--- src/rtl/mux_tree_pkg.sv ---
// Shared helpers for the pipelined mux tree: tree depth and legality of the input count.
package mux_tree_pkg;

   function automatic int levels_f(input int n);
      return $clog2(n);
   endfunction

   // Only a power of two of at least 2 builds a complete binary tree.
   function automatic bit num_in_ok_f(input int n);
      return (n >= 2) && ((n & (n - 1)) == 0);
   endfunction

endpackage

--- src/rtl/mux_tree_pipe_if.sv ---
// Producer/consumer bundle for mux_tree_pipe: N input words plus select in, one word out.
interface mux_tree_pipe_if
   import mux_tree_pkg::*;
#(
   parameter int NUM_IN = 4,
   parameter int WIDTH  = 8
);
   localparam int SEL_W = levels_f(NUM_IN);

   logic [WIDTH-1:0] in_data [NUM_IN];
   logic [SEL_W-1:0] sel;
   logic             in_valid;
   logic             in_ready;
   logic [WIDTH-1:0] out_data;
   logic             out_valid;
   logic             out_ready;

   modport master (
      output in_data, sel, in_valid, out_ready,
      input  in_ready, out_data, out_valid
   );

   modport slave (
      input  in_data, sel, in_valid, out_ready,
      output in_ready, out_data, out_valid
   );

endinterface

--- src/rtl/mux_level.sv ---
// One level of the mux tree: N_IN/2 2:1 muxes steered by sel[0], optionally followed by
// a valid/ready stage register that also carries the select bits still to be consumed.
module mux_level
   import mux_tree_pkg::*;
#(
   parameter int N_IN  = 2,
   parameter int WIDTH = 8,
   parameter int PIPE  = 1,
   parameter int SEL_W = 1
) (
   input  logic             clk,
   input  logic             rst_n,
   input  logic [WIDTH-1:0] up_data [N_IN],
   input  logic [SEL_W-1:0] up_sel,
   input  logic             up_valid,
   output logic             up_ready,
   output logic [WIDTH-1:0] dn_data [N_IN/2],
   output logic [SEL_W-1:0] dn_sel,
   output logic             dn_valid,
   input  logic             dn_ready
);
   localparam int N_OUT = N_IN / 2;

   logic [WIDTH-1:0] mux_data [N_OUT];

   // NOTE: the loop writes every element on every pass, so no latch is inferred.
   always_comb begin
      for (int j = 0; j < N_OUT; j++) begin
         mux_data[j] = up_sel[0] ? up_data[2*j+1] : up_data[2*j];
      end
   end

   if (PIPE != 0) begin : g_pipe
      logic [WIDTH-1:0] q_data [N_OUT];
      logic [SEL_W-1:0] q_sel;
      logic             q_valid;
      logic             ready;

      // Bubbles collapse: an empty stage always accepts, a full one only when drained.
      assign ready = !q_valid || dn_ready;

      // NOTE: non-blocking assignments so every stage samples its upstream pre-edge value.
      // NOTE: the word registers are reset too, so out_data reads 0 after reset.
      always_ff @(posedge clk or negedge rst_n) begin
         if (!rst_n) begin
            q_valid <= 1'b0;
            q_sel   <= '0;
            q_data  <= '{default: '0};
         end else if (ready) begin
            q_valid <= up_valid;
            if (up_valid) begin
               q_sel  <= up_sel >> 1;
               q_data <= mux_data;
            end
         end
      end

      assign up_ready = ready;
      assign dn_valid = q_valid;
      assign dn_data  = q_data;
      assign dn_sel   = q_sel;
   end else begin : g_comb
      logic unused_clk;

      assign up_ready   = dn_ready;
      assign dn_valid   = up_valid;
      assign dn_data    = mux_data;
      assign dn_sel     = up_sel >> 1;
      assign unused_clk = clk ^ rst_n;
   end

endmodule

--- src/rtl/mux_tree_pipe.sv ---
// NUM_IN:1 mux of WIDTH-bit words built from LEVELS chained mux_level stages; level k
// halves the word count and consumes select bit k.
module mux_tree_pipe
   import mux_tree_pkg::*;
#(
   parameter int NUM_IN = 4,
   parameter int WIDTH  = 8,
   parameter int PIPE   = 1
) (
   input logic           clk,
   input logic           rst_n,
   mux_tree_pipe_if.slave bus
);
   localparam int LEVELS = levels_f(NUM_IN);

   if (!num_in_ok_f(NUM_IN)) begin : g_bad_num_in
      $error("mux_tree_pipe: NUM_IN must be a power of two and at least 2");
   end

   for (genvar k = 0; k < LEVELS; k++) begin : g_lvl
      localparam int N_K = NUM_IN >> k;

      logic [WIDTH-1:0]  up_d [N_K];
      logic [LEVELS-1:0] up_s;
      logic              up_v;
      logic              up_r;
      logic [WIDTH-1:0]  dn_d [N_K/2];
      logic [LEVELS-1:0] dn_s;
      logic              dn_v;
      logic              dn_r;

      if (k == 0) begin : g_src
         assign up_d         = bus.in_data;
         assign up_s         = bus.sel;
         assign up_v         = bus.in_valid;
         assign bus.in_ready = up_r;
      end else begin : g_chain
         assign up_d           = g_lvl[k-1].dn_d;
         assign up_s           = g_lvl[k-1].dn_s;
         assign up_v           = g_lvl[k-1].dn_v;
         assign g_lvl[k-1].dn_r = up_r;
      end

      // The last level has consumed every select bit; its leftover select is all zero.
      if (k == LEVELS - 1) begin : g_sink
         logic unused_sel;
         assign bus.out_data  = dn_d[0];
         assign bus.out_valid = dn_v;
         assign dn_r          = bus.out_ready;
         assign unused_sel    = |dn_s;
      end

      mux_level #(
         .N_IN  (N_K),
         .WIDTH (WIDTH),
         .PIPE  (PIPE),
         .SEL_W (LEVELS)
      ) u_level (
         .clk      (clk),
         .rst_n    (rst_n),
         .up_data  (up_d),
         .up_sel   (up_s),
         .up_valid (up_v),
         .up_ready (up_r),
         .dn_data  (dn_d),
         .dn_sel   (dn_s),
         .dn_valid (dn_v),
         .dn_ready (dn_r)
      );
   end

endmodule

--- src/flat_wrapper.sv ---
// flat-port wrapper written by rule: the top's interface ports become plain ports
module mux_tree_pipe_flat import mux_tree_pkg::*;
#(
   parameter int NUM_IN = 4,
   parameter int WIDTH  = 8,
   parameter int PIPE   = 1
)
  (clk, rst_n, bus_in_data, bus_sel, bus_in_valid, bus_out_ready, bus_in_ready, bus_out_data, bus_out_valid);
  mux_tree_pipe_if #(.NUM_IN(NUM_IN), .WIDTH(WIDTH)) bus_i ();
  input logic clk;
  input logic rst_n;
  input wire logic [$bits(bus_i.in_data)-1:0] bus_in_data;
  input wire logic [$bits(bus_i.sel)-1:0] bus_sel;
  input wire logic [$bits(bus_i.in_valid)-1:0] bus_in_valid;
  input wire logic [$bits(bus_i.out_ready)-1:0] bus_out_ready;
  output wire logic [$bits(bus_i.in_ready)-1:0] bus_in_ready;
  output wire logic [$bits(bus_i.out_data)-1:0] bus_out_data;
  output wire logic [$bits(bus_i.out_valid)-1:0] bus_out_valid;
  assign bus_i.in_data = {>>{bus_in_data}};
  assign bus_i.sel = bus_sel;
  assign bus_i.in_valid = bus_in_valid;
  assign bus_i.out_ready = bus_out_ready;
  assign bus_in_ready = bus_i.in_ready;
  assign bus_out_data = bus_i.out_data;
  assign bus_out_valid = bus_i.out_valid;
  mux_tree_pipe #(.NUM_IN(NUM_IN), .WIDTH(WIDTH), .PIPE(PIPE)) u_core (.clk(clk), .rst_n(rst_n), .bus(bus_i));
endmodule
--- config.mk ---
export PLATFORM = sky130hd
export DESIGN_NAME = mux_tree_pipe_flat
export DESIGN_NICKNAME = d
export VERILOG_FILES = /design/src/rtl/mux_tree_pkg.sv /design/src/rtl/mux_tree_pipe_if.sv /design/src/rtl/mux_level.sv /design/src/rtl/mux_tree_pipe.sv /design/src/flat_wrapper.sv
export SDC_FILE = /design/constraint.sdc
export NUM_CORES = 1
export LEC_CHECK = 0
export ABC_AREA = 1
export BUFFER_PORTS_ARGS = -buffer_cell sky130_fd_sc_hd__buf_2
export CELL_PAD_IN_SITES_DETAIL_PLACEMENT = 0
export CELL_PAD_IN_SITES_GLOBAL_PLACEMENT = 1
export CORE_MARGIN = 4
export CORE_UTILIZATION = 37
export DETAILED_ROUTE_END_ITERATION = 6
export MAX_ROUTING_LAYER = met4
export PLACE_DENSITY_LB_ADDON = 0.1
export SYNTH_ARGS = -nofsm -noshare
export SYNTH_HDL_FRONTEND = slang
export SYNTH_SLANG_ARGS = --single-unit
--- constraint.sdc ---
create_clock -name clk -period 2.2 [get_ports clk]
set_clock_uncertainty 0.2 [all_clocks]
set_input_delay 0.11 -clock clk [delete_from_list [all_inputs] [get_ports clk]]
set_output_delay 0.11 -clock clk [all_outputs]
set_load 0.01 [all_outputs]
==> reports/metrics.yaml, run 1 <==
critical_path:
  critPathLaunch: "bus_out_ready"
  critPathLaunchType: "primary input"
  arrival_ns: 1.72
  crit_top_cell: "nand2_1"
  r2r_cells: 4
  path_cells: "dlygate4sd3_1 > buf_2 > inv_1 > nand3_2 > nand2_2 > nand2_1 > nand2_1"
  critPathCaptureType: "flop"
  cp-endpoint: "u_core.g_lvl[0].u_level.dn_data[8]"
  crit_type: "primary input to flop"
  r2r_end: "u_core.g_lvl[0].u_level.dn_data[8]"
  slowest_delay_ns: 0.53
  crit_required_ns: 2.21
  crit_slowest_cell: "dlygate4sd3_1"
  reg2reg_from: "u_core.g_lvl[1].u_level.dn_valid"
  cp_max_fo: 20
  r2r_slack_ns: 0.63
synth:
  synth.mux.area_fraction_pct: 0
  yosysWarnings: 0
  synthSimpleGateAreaFrac_pct: 39.5
  synth-compound-area-share_pct: 2.83
  ys_types: 12
  synth.most_common_cell: "nand2_1"
  ys_seq_area_share_pct: 47.7
  synth_top_area_share_pct: 47.7
  synthArstFlopShare_pct: 100
  syn_avg_cell_area_um2: 7.33
  syn_area_mm2: 0.00142
  synthFlopType: "dfrtp_1"
  synth_common_cells: "112 x nand2_1, 27 x dfrtp_1, 17 x nand3_1"
  synth_nets: 231
  synth-seq-cells: 27
  synth_top_area_cell: "dfrtp_1"
  synthCells: 193
  synth_top_family_by_area: "simple AND/OR/NAND/NOR gates"
  synth_area_leaders: "dfrtp_1 48%, nand2_1 30%, nand3_1 6.0%"
  synth_edf_count: 0
  yosys.area_share.adder_pct: 0
  synth_xor_area_share_pct: 0
clock_network:
  cts_tree: "yes"
  clk_root_buffer_cell: "clkbuf_8"
  cts-buffers-inserted: 3
  clk_latency_ns: 0.27
  clkSinkCount: 27
  cts.path.max_buffers: 2
  htreeDepth: 1
  clk_pin_slew_ns: 0.09
  cts_resized: 0
route:
  first_pass_iters: 4
  drc: 0
  avgRoutedWirePerCell_um: 10.1
  postRouteAntennaNets: 0
  via_per_inst: 4.33
  finalWirelength_um: 3150
  drt_first_iter_violations: 33
  via_count: 1356
run_status:
  violations: "negative hold slack"
  run_status: "complete, but fails checks"
floorplanning:
  die_height_um: 69.8
  rows: 22
  start_util_pct: 38.4
  io_pins: 48
  dieArea_mm2: 0.00488
  die-width_um: 69.8
  coreArea_mm2: 0.00369
finish:
  finalNonFillerCells: 313
  final_net_count: 304
  fin_util_pct: 53.4
  drive_gt1_share_pct: 22.6
  antenna_cells: 0
  nFillCells: 377
  synthToLayoutAreaGrowth_pct: 39.1
timing:
  rsz0062_at_grt: "no"
  tightest_slew_ns: 0.580
  fin_ws_ns: 0.483
  period_share_pct: 78.0
  slew_violations: 0
  setup-violations-final: 0
  fin_crit_ns: 1.72
  hold_viol: 1
  finalSetupTns_ns: 0
  fmax_mhz: 582
  slew_headroom_pct: 61.3
  whs_ns: -0.000126
run:
  maxCapViolations: 0
pwr:
  vdd_ir_drop_max_uv: 247
  power_leakage_uw: 0.00113
  p_per_area_mw_per_mm2: 663
grt:
  grt_start_max_net_pins: 28
  grt_pass1_vias: 1324
  overflow: 0
  grt_first_pass_wirelength_um: 5490
  grt_antenna_before_repair: 0
  grt_use_total_pct: 13.7
hold_path:
  hp-class: "primary input to flop"
place:
  dp.cells: 278
  globalplace.congestion: 0.793
  post-place-ws_ns: 0.663
  place_hpwl_um: 2350
  port_buffers: 47
==> worst min path at each step <==
stage / start / to / depth (start not counted)
4_1_cts: bus_in_data[19] / u_core.g_lvl[0].u_level.dn_data[11] / 5
2_1_floorplan: rst_n / u_core.g_lvl[0].u_level.dn_data[0] / 0
3_5_place_dp: rst_n / u_core.g_lvl[1].u_level.dn_data[5] / 1
5_1_grt: bus_in_data[19] / u_core.g_lvl[0].u_level.dn_data[11] / 5
6_report: bus_in_data[19] / u_core.g_lvl[0].u_level.dn_data[11] / 5
3_3_place_gp: rst_n / u_core.g_lvl[1].u_level.dn_data[6] / 1
==> layer usage <==
layer	up-vias	GRT usage [%]	share of wire [%]
met1	579	16.7	47
met4	0	6.60	2.4
met2	40	22.4	45
met5	-	-	0
met3	8	1.74	4.8
li1	729	-	-
==> cells by family after synthesis <==
| family | count (synthesis) |
|---|---|
| AOI/OAI and AO/OA | 8 |
| buffers and inverters | 21 |
| DFF | 27 |
| and+or+nand+nor | 137 |
==> registers in the layout, summed over array words and instances (netlist names) <==
name                           count
u_core.g_lvl.u_level.dn_sel        1
u_core.g_lvl.u_level.dn_valid      2
u_core.g_lvl.u_level.dn_data      24
==> power by group <==
| part | internal (uW) | switching, uW | leakage, uW | total, uW |
|---|---|---|---|---|
| registers | 597 | 62.5 | 0.000336 | 660 |
| logic | 175 | 199 | 0.000766 | 375 |
| clock network | 127 | 145 | 0.0000255 | 271 |
| total | 899 | 407 | 0.00113 | 1310 |
==> cell usage in the layout (no fill, tap or decap) <==
cell type and instances:
buf_2 47, clkbuf_8 3, clkinv_2 1, dfrtp_1 27, dlygate4sd3_1 31, inv_1 10, inv_2 1, nand2_1 112
nand2_2 7, nand3_1 17, nand3_2 1, o21ai_0 8
==> critical path, delay by kind of cell <==
family	cells	cell delay (ns)
AND/OR/NAND/NOR	4	0.89
buffers and inverters	3	0.72
==> through the flow <==
step,power [uW],cell area (um^2),hold slack (ns)
after floorplan,885,1420,-0.386
after global placement,993,1610,-0.0618
after detailed placement,1000,1610,-0.0600
after CTS,1320,1970,0.000348
after global routing,1400,1970,0.0165
final,1310,1970,-0.000126
==> what timing repair did <==
action / in CTS / in global routing
buffers inserted: 0 / 0
endpoints found under the hold margin: 44 / 0
hold buffers: 31 / 0
==> layout make-up <==
type                            count  area (um^2)  area share, %
Tap cell                           48         60.1           3.05
Multi-Input combinational cell    145          599           30.5
Timing Repair Buffer               78          546           27.7
Clock inverter                      1         5.00          0.254
Inverter                           11         41.3           2.10
Clock buffer                        3         41.3           2.10
Sequential cell                    27          676           34.3
(Power assumes the default switching activity.)
==> run 2: changes to the inputs <==
--- a/config.mk
+++ b/config.mk
@@ -5,7 +5,7 @@
 export SDC_FILE = /design/constraint.sdc
 export NUM_CORES = 1
 export LEC_CHECK = 0
-export ABC_AREA = 1
+export ABC_AREA = 0
 export BUFFER_PORTS_ARGS = -buffer_cell sky130_fd_sc_hd__buf_2
 export CELL_PAD_IN_SITES_DETAIL_PLACEMENT = 0
 export CELL_PAD_IN_SITES_GLOBAL_PLACEMENT = 1
==> constraint.sdc (replaced) <==
create_clock -name clk -period 1.7 [get_ports clk]
set_clock_uncertainty 0.2 [all_clocks]
set_input_delay 0.085 -clock clk [delete_from_list [all_inputs] [get_ports clk]]
set_output_delay 0.085 -clock clk [all_outputs]
set_load 0.01 [all_outputs]
==> run 2 against run 1 <==
Effect of this change:
- the flow now finishes without violations
- clock power is 32% higher
- die area is 2.4% lower
- synthesized cell count fell by 38%
- combinational power is 23% higher
- first-iteration DRC count increased by 64%
- via count shrank 13%
- count of clock-buffer cells in the layout unchanged
- area after synthesis decreased by 2.7%
- final cell count is 23% lower
- final area rose by 0.83%
- critical path depth shrank 2
- critical path type unchanged
- largest power group unchanged
==> reports/metrics.yaml, run 2 <==
critical_path:
  cp_top_family: "buffers and inverters"
  crit_slowest_cell: "dlygate4sd3_1"
  cp_max_fo: 1  # -95%
  path_cells: "dlygate4sd3_1 > buf_2 > mux2i_1 > dlygate4sd3_1 > a31oi_1"
  r2r_end: "u_core.g_lvl[1].u_level.dn_data[4]"
  critPathLaunchType: "primary input"
  critPathBufInv: 3  # unchanged
  r2r_cells: 2  # -2
  crit_required_ns: 1.64  # -0.57 ns
  r2r_slack_ns: 0.31  # -0.32 ns
  critPathCaptureType: "flop"
  slowest_delay_ns: 0.57  # +0.04 ns
  crit_top_cell: "dlygate4sd3_1"
  crit_type: "primary input to flop"
  arrival_ns: 1.53  # -0.19 ns
  reg2reg_from: "u_core.g_lvl[0].u_level.dn_sel[0]"
timing:
  setup-violations-final: 0  # unchanged
  fin_crit_ns: 1.58
  rsz0062_at_grt: "no"
  tightest_slew_ns: 0.597  # +0.0172 ns
  hold_viol: 0  # -1
  slew_headroom_pct: 60.2  # -1.1 points
  fmax_mhz: 632
  fin_ws_ns: 0.118  # -0.365 ns
  period_share_pct: 93.1
  finalSetupTns_ns: 0  # unchanged
  slew_violations: 0  # unchanged
floorplanning:
  dieArea_mm2: 0.00476  # -2.4%
  start_util_pct: 39.7  # +1.4 points
  io_pins: 48  # unchanged
  coreArea_mm2: 0.00347  # -6.0%
  rows: 21  # -4.5%
  die_height_um: 69.0  # -1.2%
  die-width_um: 69.0  # -1.2%
finish:
  antenna_cells: 0  # unchanged
  final_cell_mix: "47 x buf_2, 35 x dlygate4sd3_1, 27 x dfrtp_1, 24 x mux2i_1, 24 x a31oi_1"
  nFillCells: 300  # -20%
  synthToLayoutAreaGrowth_pct: 44.1
  multi_input_area_um2: 577  # -3.8%
  final_common_cell: "buf_2"
  drive_gt1_share_pct: 30.3  # +7.6 points
  register_area_um2: 676  # unchanged
  final_net_count: 234  # -23%
  largest_reg_flops: 24  # unchanged
clock_network:
  clk_pin_slew_ns: 0.09  # about the same
  clk_latency_ns: 0.27  # about the same
  clk_root_buffer_cell: "clkbuf_8"
  clkSinkCount: 27  # unchanged
  cts_tree: "yes"
  cts.path.max_buffers: 2  # unchanged
  cts-buffers-inserted: 3  # unchanged
  htreeDepth: 1  # unchanged
  cts_resized: 0  # unchanged
  post_cts_buffers: 0  # unchanged
synth:
  synth_top_area_cell: "dfrtp_1"
  synthCells: 119  # -38%
  syn_area_mm2: 0.00138  # -2.7%
  synthArstFlopShare_pct: 100  # unchanged
  ys_types: 15  # +3
  synth_edf_count: 0  # unchanged
  synth.most_common_cell: "dfrtp_1"
  synth_common_cells: "27 x dfrtp_1, 24 x a31oi_1, 24 x mux2i_1"
  synth-seq-cells: 27  # unchanged
  synthFlopType: "dfrtp_1"
  yosysWarnings: 0  # unchanged
  synth_nets: 157  # -32%
  synth_area_leaders: "dfrtp_1 49%, mux2i_1 17%, a31oi_1 11%"
  syn_avg_cell_area_um2: 11.6  # +58%
  synth_top_area_share_pct: 49.0  # +1.3 points
  ys_seq_area_share_pct: 49.0  # +1.3 points
place:
  port_buffers: 47  # unchanged
  globalplace.congestion: 0.658  # -17%
  post-place-ws_ns: 0.328  # -0.336 ns
hold_path:
  hold_end: "u_core.g_lvl[0].u_level.dn_valid"
  hold_depth: 3  # -2
  hp-class: "primary input to flop"
  hp-start: "bus_out_ready"
grt:
  grt_pass1_vias: 1147  # -13%
  grt_start_max_net_pins: 29  # +3.6%
  use_met2_pct: 21.8  # -0.53 points
  overflow: 0  # unchanged
  top_usage_layer: "met2"
  grt_use_met3_pct: 3.92  # +2.2 points
  grt_antenna_before_repair: 0  # unchanged
  use_met1_pct: 18.2  # +1.5 points
  grt_first_pass_wirelength_um: 5380  # -1.9%
  grt_use_total_pct: 13.8  # +0.13 points
route:
  postRouteAntennaNets: 0  # unchanged
  finalWirelength_um: 3070  # -2.7%
  avgRoutedWirePerCell_um: 12.7  # +26%
  drt_first_iter_violations: 54  # +64%
  via_count: 1182  # -13%
  first_pass_iters: 4  # unchanged
  drc: 0  # unchanged
  via_per_inst: 4.90  # +13%
run_status:
  run_status: "completed"
pwr:
  power_leakage_uw: 0.000914  # -19%
  pwr-share-seq_pct: 50.2  # -0.3 points
  netSwitchingFraction_pct: 28.7  # -2.4 points
  switchingPower_uw: 472  # +16%
  comb_power_share_pct: 28.0  # -0.7 points
  vdd_ir_drop_max_uv: 527  # +110%
  intPower_uw: 1170  # +30%
  post-layout-total-power_uw: 1640  # +26%
  power_frac_clock_pct: 21.8  # +1.0 points
  p_per_area_mw_per_mm2: 828  # +25%
run:
  maxCapViolations: 0  # unchanged
==> run 2: changes by cell type after synthesis, sizes merged, moves of 11 or more <==
cell,delta
a21oi,+24
a31oi,+24
inv,-11
mux2i,+24
nand2,-118
nand3,-18
==> run 2: logic make-up (layout without fill, tap and decap cells) <==
kind of cell | after synthesis | count (layout) | synth area share (%)
DFF | 27 | 27 | 49.0
buffers and inverters | 14 | 90 | 9.08
and+or+nand+nor | 5 | 5 | 3.18
AOI/OAI and AO/OA | 48 | 48 | 20.2
muxes | 25 | 25 | 18.5
==> run 2: layout make-up <==
type | instances | share of cell area, %
timing repair buffer | 86 | 31.7
tap | 46 | 2.90
multi-input combinational | 78 | 29.1
clock buffer | 3 | 2.08
clock inverter | 1 | 0.252
sequential | 27 | 34.0
==> run 2: worst register-to-register path, cell delays in order, from the launching register on <==
cell and delay (ns):
dfrtp_1 0.64, mux2i_1 0.32, a31oi_1 0.11
==> run 2: worst max-delay path by stage <==
stage / startpoint / end / slack (ns) / cells past startpoint
2_1_floorplan: u_core.g_lvl[1].u_level.dn_valid / u_core.g_lvl[1].u_level.dn_data[3] / 0.41 / 5
3_3_place_gp: u_core.g_lvl[0].u_level.dn_sel[0] / u_core.g_lvl[1].u_level.dn_data[3] / 0.32 / 2
3_5_place_dp: u_core.g_lvl[0].u_level.dn_sel[0] / u_core.g_lvl[1].u_level.dn_data[3] / 0.33 / 2
4_1_cts: bus_in_data[10] / u_core.g_lvl[0].u_level.dn_data[2] / 0.13 / 5
5_1_grt: bus_in_data[26] / u_core.g_lvl[0].u_level.dn_data[10] / 0.04 / 5
6_report: bus_in_data[26] / u_core.g_lvl[0].u_level.dn_data[10] / 0.12 / 5
==> run 2: timing repair <==
action | CTS | global route
endpoints found under the setup margin | 0 | 0
hold endpoints to repair | 45 | 0
hold buffers | 35 | 0
==> run 2: power groups by stage <==
stage	clock, uW	sequential (uW)	combinational [uW]
6_report	358	825	460
5_1_grt	402	842	515
3_5_place_dp	0	840	392
2_1_floorplan	0	842	253
4_1_cts	375	827	465
3_3_place_gp	0	837	385
==> run 2: metal layers <==
metal  share of wire [%]  up-vias
met2                  47       36
met5                   0        -
li1                    -      601
met3                 6.7        2
met1                  46      543
met4                0.29        0
==> run 2: stage by stage <==
| stage | utilization [%] | hold WS [ns] | instance area (um^2) | std cells |
|---|---|---|---|---|
| 2_1_floorplan | - | -0.411 | 1380 | 119 |
| 3_3_place_gp | 45.8 | -0.0722 | 1590 | 202 |
| 3_5_place_dp | 45.8 | -0.0684 | 1590 | 202 |
| 4_1_cts | 57.2 | 0.0137 | 1980 | 241 |
| 5_1_grt | 57.2 | 0.0465 | 1980 | 241 |
| 6_report | 57.2 | 0.0139 | 1980 | 241 |
